### config.mk
export PLATFORM = sky130hd
export DESIGN_NAME = axis_packet_rr_arbiter
export DESIGN_NICKNAME = d
export VERILOG_FILES = /design/src/rtl/axis_arb_pkg.sv /design/src/rtl/axis_arb_skid_buffer.sv /design/src/rtl/axis_packet_rr_arbiter.sv
export SDC_FILE = /design/constraint.sdc
export NUM_CORES = 1
export LEC_CHECK = 0
export ABC_AREA = 0
export CORE_AREA = 5 5 299 301
export CTS_CLUSTER_SIZE = 20
export DETAILED_ROUTE_END_ITERATION = 10
export DIE_AREA = 0 0 304 306
export SLEW_MARGIN = 30
export SYNTH_ARGS = -nofsm -noshare
export SYNTH_HDL_FRONTEND = slang
export SYNTH_HIERARCHICAL = 1
export SYNTH_SLANG_ARGS = --single-unit
### constraint.sdc
create_clock -name clk -period 14.8 [get_ports clk]
set_input_delay 2.96 -clock clk [delete_from_list [all_inputs] [get_ports clk]]
set_output_delay 2.96 -clock clk [all_outputs]
set_load 0.005 [all_outputs]
### src/rtl/axis_arb_pkg.sv
// Shared definitions for the packet round-robin AXIS arbiter: FSM encoding,
// width helper and the round-robin search function.
package axis_arb_pkg;

    localparam logic [0:0] ST_IDLE  = 1'b0;
    localparam logic [0:0] ST_GRANT = 1'b1;

    // Upper bound on ports; rr_pick works on vectors padded to this width.
    localparam int MAX_PORTS = 16;

    // Ceiling log2 for constant width derivation (clog2(1) = 0).
    function automatic int clog2(input int value);
        int result;
        int rem;
        result = 0;
        rem    = value - 1;
        while (rem > 0) begin
            result = result + 1;
            rem    = rem >> 1;
        end
        return result;
    endfunction

    // First set bit of valid_vec searching ptr+1, ptr+2, ... modulo num.
    // Returns 0 when nothing is set; callers gate on |valid_vec.
    function automatic logic [3:0] rr_pick(input logic [MAX_PORTS-1:0] valid_vec,
                                           input logic [3:0]           ptr,
                                           input int                   num);
        logic [3:0] pick;
        logic       found;
        int         idx;
        pick  = '0;
        found = 1'b0;
        for (int i = 1; i <= MAX_PORTS; i++) begin
            idx = (int'(ptr) + i) % num;
            if (!found && (i <= num) && valid_vec[idx]) begin
                pick  = 4'(idx);
                found = 1'b1;
            end
        end
        return pick;
    endfunction

endpackage

### src/rtl/axis_arb_skid_buffer.sv
// Two-entry valid/ready register slice. Outputs come straight from flops,
// and input ready is a flop meaning "the overflow entry is empty".
module axis_skid_buffer #(
    parameter int W = 8
) (
    input  logic         clk,
    input  logic         resetn,
    input  logic [W-1:0] in_data,
    input  logic         in_valid,
    output logic         in_ready,
    output logic [W-1:0] out_data,
    output logic         out_valid,
    input  logic         out_ready
);

    logic [W-1:0] main_data_reg, main_data_next;
    logic         main_valid_reg, main_valid_next;
    logic [W-1:0] skid_data_reg, skid_data_next;
    logic         skid_valid_reg, skid_valid_next;
    logic         ready_reg;
    logic         in_fire;

    assign in_fire   = in_valid & ready_reg;
    assign in_ready  = ready_reg;
    assign out_data  = main_data_reg;
    assign out_valid = main_valid_reg;

    // Refill the output entry when it drains, otherwise park the beat in the overflow entry.
    always_comb begin
        main_data_next  = main_data_reg;
        main_valid_next = main_valid_reg;
        skid_data_next  = skid_data_reg;
        skid_valid_next = skid_valid_reg;
        if (!main_valid_reg || out_ready) begin
            if (skid_valid_reg) begin
                // Overflow entry drains first; ready is low so no new beat arrives.
                main_valid_next = 1'b1;
                main_data_next  = skid_data_reg;
                skid_valid_next = 1'b0;
            end else begin
                main_valid_next = in_fire;
                if (in_fire) begin
                    main_data_next = in_data;
                end
            end
        end else if (in_fire) begin
            skid_valid_next = 1'b1;
            skid_data_next  = in_data;
        end
    end

    // Control state with reset; ready tracks the next overflow occupancy.
    always_ff @(posedge clk) begin
        if (!resetn) begin
            main_valid_reg <= 1'b0;
            skid_valid_reg <= 1'b0;
            ready_reg      <= 1'b1;
        end else begin
            main_valid_reg <= main_valid_next;
            skid_valid_reg <= skid_valid_next;
            ready_reg      <= !skid_valid_next;
        end
    end

    // Payload registers need no reset; they are qualified by the valid flags.
    always_ff @(posedge clk) begin
        main_data_reg <= main_data_next;
        skid_data_reg <= skid_data_next;
    end

endmodule

### src/rtl/axis_packet_rr_arbiter.sv
// Packet-atomic round-robin merge of NUM_PORTS AXIS sources into one stream,
// tagging each beat with its source index and counting completed packets.
module axis_packet_rr_arbiter
    import axis_arb_pkg::*;
#(
    parameter int NUM_PORTS = 4,
    parameter int DW        = 128,
    parameter int IDW       = clog2(NUM_PORTS)
) (
    input  logic                      clk,
    input  logic                      resetn,
    input  logic [NUM_PORTS*DW-1:0]   s_axis_tdata,
    input  logic [NUM_PORTS*DW/8-1:0] s_axis_tkeep,
    input  logic [NUM_PORTS-1:0]      s_axis_tlast,
    input  logic [NUM_PORTS-1:0]      s_axis_tvalid,
    output logic [NUM_PORTS-1:0]      s_axis_tready,
    output logic [DW-1:0]             m_axis_tdata,
    output logic [DW/8-1:0]           m_axis_tkeep,
    output logic                      m_axis_tlast,
    output logic [IDW-1:0]            m_axis_tid,
    output logic                      m_axis_tvalid,
    input  logic                      m_axis_tready,
    output logic [NUM_PORTS-1:0]      grant,
    output logic [31:0]               pkt_count
);

    localparam int KW = DW / 8;
    localparam int SW = IDW + 1 + KW + DW;

    logic [0:0]           state_reg, state_next;
    logic [NUM_PORTS-1:0] grant_reg, grant_next;
    logic [IDW-1:0]       sel_reg, sel_next;
    logic [IDW-1:0]       rr_ptr_reg, rr_ptr_next;
    logic [31:0]          pkt_count_reg;

    logic [DW-1:0]        sel_data;
    logic [KW-1:0]        sel_keep;
    logic                 sel_last;
    logic                 sel_valid;
    logic                 granted;
    logic                 skid_in_valid;
    logic                 skid_in_ready;
    logic                 s_fire;
    logic [SW-1:0]        skid_out;
    logic [MAX_PORTS-1:0] valid_pad;
    logic [3:0]           pick;

    assign granted       = (state_reg == ST_GRANT);
    assign sel_data      = s_axis_tdata[sel_reg*DW +: DW];
    assign sel_keep      = s_axis_tkeep[sel_reg*KW +: KW];
    assign sel_last      = s_axis_tlast[sel_reg];
    assign sel_valid     = s_axis_tvalid[sel_reg];
    assign skid_in_valid = granted & sel_valid;
    assign s_fire        = skid_in_valid & skid_in_ready;
    assign grant         = grant_reg;
    assign pkt_count     = pkt_count_reg;

    // Only the owning port ever sees ready; everyone else is left waiting.
    generate
        for (genvar gi = 0; gi < NUM_PORTS; gi++) begin : g_ready
            assign s_axis_tready[gi] = granted && (sel_reg == IDW'(gi)) && skid_in_ready;
        end
    endgenerate

    // Arbitration: pick the next requester after rr_ptr, then hold it until its tlast.
    always_comb begin
        state_next  = state_reg;
        grant_next  = grant_reg;
        sel_next    = sel_reg;
        rr_ptr_next = rr_ptr_reg;
        valid_pad   = '0;
        valid_pad[NUM_PORTS-1:0] = s_axis_tvalid;
        pick        = rr_pick(valid_pad, 4'(rr_ptr_reg), NUM_PORTS);
        case (state_reg)
            ST_IDLE: begin
                if (|s_axis_tvalid) begin
                    grant_next = NUM_PORTS'(1) << pick;
                    sel_next   = IDW'(pick);
                    state_next = ST_GRANT;
                end
            end
            ST_GRANT: begin
                // The pointer moves only at packet end, so order ignores packet length.
                if (s_fire && sel_last) begin
                    grant_next  = '0;
                    rr_ptr_next = sel_reg;
                    state_next  = ST_IDLE;
                end
            end
            default: begin
                state_next = ST_IDLE;
                grant_next = '0;
            end
        endcase
    end

    // Arbiter state; reset leaves port 0 first in line.
    always_ff @(posedge clk) begin
        if (!resetn) begin
            state_reg  <= ST_IDLE;
            grant_reg  <= '0;
            sel_reg    <= '0;
            rr_ptr_reg <= IDW'(NUM_PORTS - 1);
        end else begin
            state_reg  <= state_next;
            grant_reg  <= grant_next;
            sel_reg    <= sel_next;
            rr_ptr_reg <= rr_ptr_next;
        end
    end

    // Count packets as their final beat leaves on the m side.
    always_ff @(posedge clk) begin
        if (!resetn) begin
            pkt_count_reg <= '0;
        end else if (m_axis_tvalid && m_axis_tready && m_axis_tlast) begin
            pkt_count_reg <= pkt_count_reg + 32'd1;
        end
    end

    axis_skid_buffer #(
        .W(SW)
    ) u_skid (
        .clk       (clk),
        .resetn    (resetn),
        .in_data   ({sel_reg, sel_last, sel_keep, sel_data}),
        .in_valid  (skid_in_valid),
        .in_ready  (skid_in_ready),
        .out_data  (skid_out),
        .out_valid (m_axis_tvalid),
        .out_ready (m_axis_tready)
    );

    assign {m_axis_tid, m_axis_tlast, m_axis_tkeep, m_axis_tdata} = skid_out;

endmodule

; ---- Word-level counts from Yosys, hierarchy flattened
; Index checks and enable logic that the tools add are counted.
[classes]
shift = 3
n_mux = 34
n_eq_ne = 5
order_cmp = 5
bitwise = 8
n_reduce_logical = 32
n_addsub = 5
[op_table]
columns = cell, n
row1 = variable part select 512 x 10 -> 128 bit, 1
row2 = 2-to-1 mux 147 bit, 2
row3 = variable part select 64 x 7 -> 16 bit, 1
row4 = adder 32 x 1 -> 32 bit (second input constant), 1
row5 = less-than comparator 3 x 6 -> 1 bit (second input constant), 4
row6 = 2-to-1 mux 4 bit, 6
row7 = 2-to-1 mux 1 bit, 18
row8 = logical AND 1 bit, 14
row9 = binary-select mux 1 bit (select 3 bit), 4
row10 = AND reduction 2 bit, 5
row11 = case mux 4 bit (2 select lines), 1
row12 = OR reduction 2 bit, 4
row13 = zero test 1 bit, 5
row14 = adder 2 x 1 -> 2 bit (second input constant), 2
row15 = adder 2 bit (second input constant), 2
row16 = bitwise AND 1 bit (first input constant), 4
row17 = binary-select mux 1 bit (select 2 bit), 2
row18 = equality test 2 bit (second input constant), 2
row19 = OR reduction 4 bit, 1
row20 = << shifter 1 x 4 -> 4 bit (first input constant), 1
row21 = less-than comparator 2 x 3 -> 1 bit (second input constant), 1
row22 = bitwise AND 1 bit, 2
row23 = equality test 2 x 1 -> 1 bit (second input constant), 1
row24 = zero test 2 bit, 1
row25 = 6 further kinds, 7
[totals]
in_bits = 587
elab_cells = 102
out_inout_bits = 188
register_bits = 338

; ---- Longest topological paths before layout
; Gate-level depths: netlist (run 1).
[logic_depth]
depth_word = 19
depth_mapped = 6

; ---- Hierarchy
; Netlist (run 1), hierarchy kept.
[modules_own_cells]
columns = module, area_each_um2, seq_area_each_um2, instances, cells_per_inst
row1 = axis_skid_buffer, 11143.2, 8888.5, 1, 469
row2 = axis_packet_rr_arbiter, 5640.4, 820.8, 1, 413

; ---- Least setup slack after synthesis (run 1)
; OpenSTA, ideal clock, no wires.
[synth_timing]
kind = input -> register
start = input port s_axis_tvalid[2]
end = register u_skid.main_data_reg[0] (netlist: u_skid/out_data[0]), enable pin
stages = 4
arrival_ns = 9.518
required_ns = 14.145
setup_slack_ns = 4.627
setup_ns = 0.655
path_buffers = 0
path_cell_list = mux4_2 -> and2_1 -> a21oi_1 -> nor2_1
[synth_via]
elab_chain_cells = 6
[synth_lines]
columns = element, line_no
row1 = "start, declared", axis_packet_rr_arbiter.sv:15  ; input logic [NUM_PORTS-1:0] s_axis_tvalid,
row2 = binary-select mux 1 bit (select 2 bit), axis_packet_rr_arbiter.sv:52  ; assign sel_valid = s_axis_tvalid[sel_reg];
row3 = 2-to-1 mux 1 bit (not written as such), axis_packet_rr_arbiter.sv:52
row4 = bitwise AND 1 bit, axis_packet_rr_arbiter.sv:53  ; assign skid_in_valid = granted & sel_valid;
row5 = named net skid_in_valid, axis_packet_rr_arbiter.sv:41  ; logic skid_in_valid;
row6 = bitwise AND 1 bit, axis_arb_skid_buffer.sv:23  ; assign in_fire = in_valid & ready_reg;
row7 = nonzero test 2 bit (no source line), n/a
row8 = AND reduction 2 bit (no source line), n/a
row9 = "end signal, assigned", axis_arb_skid_buffer.sv:67  ; main_data_reg <= main_data_next;
row10 = "end, declared", axis_arb_skid_buffer.sv:16  ; logic [W-1:0] main_data_reg, main_data_next;
; The timed path passes the listed nets, and every way through them passes these cells. The select of a mux whose other input is x is not followed.
; A chain may end at the register's enable or synchronous reset.

; ---- Worst setup path in the final report (run 1)
[layout_timing]
start = register sel_reg[0]
end = output port s_axis_tready[3]
[layout_via]
elab_chain_cells = 3
[layout_lines]
columns = element, line_no
row1 = "start, declared", axis_packet_rr_arbiter.sv:32  ; logic [IDW-1:0] sel_reg, sel_next;
row2 = "start signal, assigned", axis_packet_rr_arbiter.sv:107  ; sel_reg <= sel_next;
row3 = equality test 2 bit, axis_packet_rr_arbiter.sv:61  ; assign s_axis_tready[gi] = granted && (sel_reg == IDW'(gi)) && skid_in_ready;
row4 = logical AND 1 bit (2 in a row), axis_packet_rr_arbiter.sv:61
row5 = "end, declared", axis_packet_rr_arbiter.sv:16  ; output logic [NUM_PORTS-1:0] s_axis_tready,
; No other way between the ends.

==> insert_results.sql, run 1 <==
INSERT INTO impl_metrics (metric_group, metric, value, unit) VALUES
('cts', 'cts-resized-gates', '0', ''),
('placed_design', 'dp_cells', '2759', ''),
('routing', 'drt_iter0_drc', '778', ''),
('grt', 'grt_start_max_net_pins', '67', ''),
('power_and_ir_drop', 'seqPwrFrac', '43.5', '%'),
('cells_and_area', 'syn2layout_area_growth', '60.7', '%'),
('cts', 'numCtsBuffers', '40', ''),
('power_and_ir_drop', 'power.share.combinational', '20.5', '%'),
('timing', 'timing.final.crit_period', '5.70', 'ns'),
('cts', 'clock_tree.htree_level_count', '2', ''),
('worst_setup_path', 'timing.critical_path.arrival', '2.74', 'ns'),
('worst_setup_path', 'worst_path_bufs_invs', '2', ''),
('yosys', 'synth.top_cell.area_share', '52.6', '%'),
('worst_setup_path', 'setup.reg_to_reg.worst_slack', '11.42', 'ns'),
('yosys', 'yosys.cell_types.count', '48', ''),
('floorplanning', 'die_height', '306', 'µm'),
('power_and_ir_drop', 'intPower', '2010', 'µW'),
('yosys', 'synthTopCellsByArea', 'sky130_fd_sc_hd__edfxtp_1 53%, sky130_fd_sc_hd__mux4_2 20%, sky130_fd_sc_hd__mux2_4 9.0%', ''),
('grt', 'grt.total_usage', '12.9', '%'),
('worst_setup_path', 'timing.critical_path.from_type', 'register', ''),
('yosys', 'seq_area_frac_synth', '57.9', '%'),
('yosys', 'synth_seq_cells', '338', ''),
('timing', 'rsz0062_at_grt', 'no', ''),
('timing', 'final_min_period_over_clock_period', '38.5', '%'),
('worst_setup_path', 'timing.critical_path.slowest_cell_delay', '0.70', 'ns'),
('cts', 'root_buffer', 'sky130_fd_sc_hd__clkbuf_16', ''),
('yosys', 'synthesis.yosys.warnings', '6', ''),
('worst_setup_path', 'setup.worst_path.class', 'reg -> out', ''),
('floorplanning', 'ioPinCount', '775', ''),
('power_and_ir_drop', 'design_power_total', '2610', 'µW'),
('timing', 'timing.slew.headroom', '37.2', '%'),
('placed_design', 'detailed_place.area', '0.0257', 'mm²'),
('cells_and_area', 'drive_gt1_share', '23.4', '%'),
('floorplanning', 'initial_utilization', '19.4', '%'),
('worst_setup_path', 'required_time_of_the_critical_path', '11.84', 'ns'),
('timing', 'timing_max_transition_violations_final', '0', ''),
('power_and_ir_drop', 'peakVddDrop', '0.0000537', 'V'),
('grt', 'via_count_of_the_first_global_routing_pass', '12848', ''),
('floorplanning', 'chipWidth', '304', 'µm'),
('cts', 'ctsHoldBuffers', '0', ''),
('worst_setup_path', 'path_cells', 'buf_4 > and4_1 > clkdlybuf4s50_1', ''),
('cts', 'largest_buffer_count_on_any_clock_path', '3', ''),
('cts', 'clkLatencyLatePin', '0.56', 'ns'),
('cts', 'worst_setup_hold_path_clk_slew', '0.06', 'ns'),
('placed_design', 'place.gp.congestion', '0.901', ''),
('cells_and_area', 'finalInstanceArea', '0.0270', 'mm²'),
('grt', 'globalRouteOverflowTotal', '0', ''),
('routing', 'detail_route.wl_per_cell', '22.4', 'µm'),
('worst_setup_path', 'worstRegToRegCells', '5', ''),
('yosys', 'synth_net_count', '1470', ''),
('timing', 'achievable-frequency', '175', 'MHz'),
('yosys', 'synth_cells', '882', ''),
('routing', 'drcViolationCount', '0', ''),
('power_and_ir_drop', 'net-switching-power', '595', 'µW'),
('worst_setup_path', 'timing.critical_path.max_delay_family', 'buffers and inverters', ''),
('power_and_ir_drop', 'pwr_density_cell', '96.7', 'mW/mm²'),
('status', 'status', 'completed', ''),
('grt', 'first_pass_grt_wire_length', '90.6', 'mm'),
('min_path', 'hold_path_depth', '2', ''),
('yosys', 'syn_area_per_cell', '19.0', 'µm²'),
('grt', 'antenna_found_initial', '22', ''),
('yosys', 'netlist_area_before_placement', '0.0168', 'mm²'),
('cells_and_area', 'post_layout_net_count', '2235', ''),
('cells_and_area', 'fin_util', '31.2', '%'),
('routing', 'vias', '11895', ''),
('power_and_ir_drop', 'share_clk_of_total_power', '35.9', '%'),
('cts', 'cts.sink_count', '338', ''),
('routing', 'drt_pre_antenna_iters', '5', ''),
('cells_and_area', 'final_cells', '2838', ''),
('floorplanning', 'floorplan.rows', '108', ''),
('floorplanning', 'core_area', '0.0863', 'mm²');
-- worst min-delay path, cell delays in order, from the launching register on --
cell and delay [ns]:
sky130_fd_sc_hd__dfxtp_1 0.32, sky130_fd_sc_hd__nand2_1 0.05, sky130_fd_sc_hd__mux2i_1 0.05
-- kinds of logic after synthesis --
family	share of synthesized area [%]
flip-flops	57.8
multiplexers	32.1
AND/OR/NAND/NOR	3.44
buffers and inverters	2.63
AO/OA/AOI/OAI	3.41
XOR/XNOR	0.522
adder cells (fa/ha/maj)	0.0745
-- routing by layer --
metal / vias to the layer above / wire length (µm) / track usage [%]
met2: 566 / 30900 / 21.7
met4: 10 / 2030 / 4.42
met3: 98 / 6770 / 5.87
met5: - / 69 / 0
li1: 5247 / - / -
met1: 5974 / 23800 / 14.7
-- power groups by stage --
stage / clock (µW) / combinational [µW] / sequential (µW)
2_1_floorplan: 0 / 241 / 1160
3_3_place_gp: 0 / 533 / 1160
3_5_place_dp: 0 / 541 / 1160
4_1_cts: 981 / 544 / 1140
5_1_grt: 1020 / 570 / 1140
6_report: 938 / 535 / 1140
-- cell usage in the layout, fill, tap and decap left out, drive strengths merged, types with 17 or more instances in the layout --
cell type | synthesis | final
clkdlybuf4s50 | 0 | 774
edfxtp | 294 | 294
mux2 | 147 | 147
mux4 | 146 | 146
clkbuf | 26 | 52
dfxtp | 44 | 44
nand2 | 21 | 21
nand2b | 17 | 17
nor2 | 17 | 17
-- area by class of cell --
type / instances / area, µm²
Fill cell: 8453 / 59400
Sequential cell: 338 / 9720
Timing Repair Buffer: 789 / 7880
Multi-Input combinational cell: 469 / 6650
Tap cell: 1155 / 1450
Clock buffer: 52 / 1120
Clock inverter: 17 / 115
Inverter: 9 / 33.8
Antenna cell: 9 / 22.5
-- through the flow --
stage                     worst slack [ns]  hold WS, ns
after floorplan                       4.63        0.421
after global placement                8.80        0.462
after detailed placement              8.73        0.466
after CTS                             8.97        0.481
after global routing                  8.83        0.514
final                                 9.10        0.478
-- path summary, 6_finish.rpt --
kind,startpoint,to
max,sel_reg[0],s_axis_tready[3]
min,pkt_count[31],pkt_count[31]
max reg2reg,sel_reg[0],u_skid/out_data[69]
min reg2reg,pkt_count[31],pkt_count[31]
Power figures use the tool's default switching activity.
==> inputs of run 2 (changes only) <==
Settings changed: CORE_AREA 5 5 299 301 to 5 5 297 299, DIE_AREA 0 0 304 306 to 0 0 302 304.
Clock period 14.8 ns to 5 ns, I/O delays scaled along.
==> insert_results.sql, run 2 (synthesized netlist as in run 1, its figures left out) <==
INSERT INTO impl_metrics (metric_group, metric, value, unit) VALUES
('power_and_ir_drop', 'pwr_density_cell', '291', 'mW/mm²'),
('timing', 'timing.final.crit_period', '3.48', 'ns'),
('routing', 'post_route_ant_nets', '0', ''),
('cells_and_area', 'layout.filler_cells', '8318', ''),
('timing', 'final_min_period_over_clock_period', '69.6', '%'),
('cts', 'clock_tree_from_tritoncts', 'done', ''),
('grt', 'antenna_found_initial', '16', ''),
('timing', 'rsz0062_at_grt', 'no', ''),
('timing', 'timing.final.hold_violations', '0', ''),
('floorplanning', 'floorplan.rows', '107', ''),
('cts', 'clock_tree.htree_level_count', '2', ''),
('routing', 'vias', '11936', ''),
('cts', 'largest_buffer_count_on_any_clock_path', '3', ''),
('cts', 'ctsHoldBuffers', '0', ''),
('power_and_ir_drop', 'design_power_total', '7870', 'µW'),
('placed_design', 'place.gp.congestion', '0.913', ''),
('worst_setup_path', 'required_time_of_the_critical_path', '5.17', 'ns'),
('floorplanning', 'die_height', '304', 'µm'),
('min_path', 'hold_path.class', 'reg -> reg', ''),
('placed_design', 'port_buf_inserts', '774', ''),
('cts', 'clkLatencyLatePin', '0.55', 'ns'),
('cells_and_area', 'mostFrequentLayoutCell', 'sky130_fd_sc_hd__clkdlybuf4s50_1', ''),
('worst_setup_path', 'critPathCaptureType', 'register', ''),
('timing', 'timing.slew.headroom', '36.5', '%'),
('worst_setup_path', 'crit_path_top_delay_cell', 'sky130_fd_sc_hd__nor2_4', ''),
('grt', 'grt_start_max_net_pins', '120', ''),
('timing', 'setup_slack', '1.52', 'ns'),
('grt', 'grt.total_usage', '13.2', '%'),
('job', 'max_cap_violations', '0', ''),
('worst_setup_path', 'timing.critical_path.from_type', 'input pin', ''),
('floorplanning', 'chipWidth', '302', 'µm'),
('grt', 'first_pass_grt_wire_length', '90.7', 'mm'),
('worst_setup_path', 'path_cells', 'clkdlybuf4s50_1 > mux4_2 > and2_1 > a21oi_1 > nor2_4 > buf_12', ''),
('grt', 'globalRouteOverflowTotal', '0', ''),
('cts', 'cts.sink_count', '338', ''),
('worst_setup_path', 'cp_max_fo', '119', ''),
('floorplanning', 'initial_utilization', '19.8', '%'),
('cts', 'cts-resized-gates', '0', ''),
('cts', 'post_cts_setup_buffers', '0', ''),
('cells_and_area', 'syn2layout_area_growth', '61.3', '%'),
('timing', 'setup_viol', '0', ''),
('worst_setup_path', 'setup.reg_to_reg.worst_slack', '1.79', 'ns'),
('placed_design', 'dp_hpwl', '51.8', 'mm'),
('timing', 'achievable-frequency', '288', 'MHz'),
('power_and_ir_drop', 'leakagePower', '0.00885', 'µW'),
('routing', 'detail_route.wl_per_cell', '22.8', 'µm'),
('status', 'status', 'completed', ''),
('timing', 'tns', '0', 'ns'),
('worst_setup_path', 'setup.worst_path.class', 'in -> reg', ''),
('grt', 'via_count_of_the_first_global_routing_pass', '13017', ''),
('placed_design', 'dpl_worst_slack', '0.969', 'ns'),
('timing', 'worstMarginPinSlew', '0.952', 'ns'),
('routing', 'drt_iter0_drc', '668', ''),
('worst_setup_path', 'timing.critical_path.slowest_cell_delay', '0.73', 'ns'),
('routing', 'drt_pre_antenna_iters', '5', ''),
('routing', 'drt-vias-per-instance', '4.22', ''),
('cells_and_area', 'fin_util', '31.9', '%'),
('routing', 'routed_wirelength', '64.5', 'mm'),
('power_and_ir_drop', 'peakVddDrop', '0.000164', 'V'),
('cts', 'numCtsBuffers', '40', ''),
('timing', 'clock-skew-final', '0.0176', 'ns'),
('cts', 'root_buffer', 'sky130_fd_sc_hd__clkbuf_16', ''),
('cells_and_area', 'post_layout_net_count', '2237', ''),
('cells_and_area', 'drive_gt1_share', '23.7', '%'),
('timing', 'timing_max_transition_violations_final', '0', ''),
('routing', 'drcViolationCount', '0', ''),
('floorplanning', 'die_area', '0.0918', 'mm²'),
('worst_setup_path', 'timing.critical_path.arrival', '3.65', 'ns'),
('cells_and_area', 'final_cell_mix', '774 x sky130_fd_sc_hd__clkdlybuf4s50_1, 294 x sky130_fd_sc_hd__edfxtp_1, 146 x sky130_fd_sc_hd__mux4_2', ''),
('cts', 'worst_setup_hold_path_clk_slew', '0.05', 'ns'),
('floorplanning', 'ioPinCount', '775', ''),
('floorplanning', 'core_area', '0.0849', 'mm²');
## run 2: changes by cell type in the layout (fill, tap and decap cells not counted), sizes merged, moves of 2 or more
| cell | previous run | this run |
|---|---|---|
| clkbuf | 52 | 47 |
| bufinv | 1 | 5 |
| buf | 15 | 17 |
| diode | 9 | 7 |
| inv | 8 | 10 |
## run 2: final timing paths
| kind | from | endpoint | depth (start not counted) |
|---|---|---|---|
| setup / recovery | s_axis_tvalid[0] | u_skid/out_data[68] | 6 |
| hold / removal | pkt_count[31] | pkt_count[31] | 2 |
| setup reg to reg | sel_reg[1] | u_skid/out_data[68] | 5 |
| hold reg to reg | pkt_count[31] | pkt_count[31] | 2 |
## run 2: critical path: cells and delay by family
family / cells / cell delay [ns]
buffers and inverters: 2 / 1.14
AOI/OAI and AO/OA: 1 / 0.11
and+or+nand+nor: 2 / 0.90
muxes: 1 / 0.30
## run 2: power breakdown
part,switching (µW),internal [µW]
combinational,559,1050
sequential,56.8,3290
clock,1150,1770
total,1770,6110
## run 2: routing by layer
| metal | wire length, µm | track usage (%) | vias up | part of all wire (%) |
|---|---|---|---|---|
| met4 | 1560 | 3.77 | 8 | 2.4 |
| met5 | 58 | 0 | - | 0.090 |
| met2 | 32800 | 23.6 | 581 | 51 |
| met3 | 5980 | 4.64 | 75 | 9.3 |
| met1 | 24100 | 15.0 | 6010 | 37 |
| li1 | - | - | 5262 | - |
## run 2: final cells by class
class / count / area, µm² / area share [%]
multi-input combinational: 469 / 6650 / 24.5
tap: 1144 / 1430 / 5.29
timing repair buffer: 791 / 7930 / 29.3
inverter: 9 / 33.8 / 0.125
sequential: 338 / 9720 / 35.9
clock buffer: 47 / 1060 / 3.91
antenna: 7 / 17.5 / 0.0647
clock inverter: 23 / 246 / 0.910
## run 2: per-stage QoR
stage	instance area [µm²]	std cells	hold slack, ns
2_1_floorplan	16800	882	0.421
6_report	27100	2828	0.484
3_5_place_dp	25800	2751	0.460
4_1_cts	27100	2821	0.478
3_3_place_gp	25800	2751	0.470
5_1_grt	27100	2825	0.513
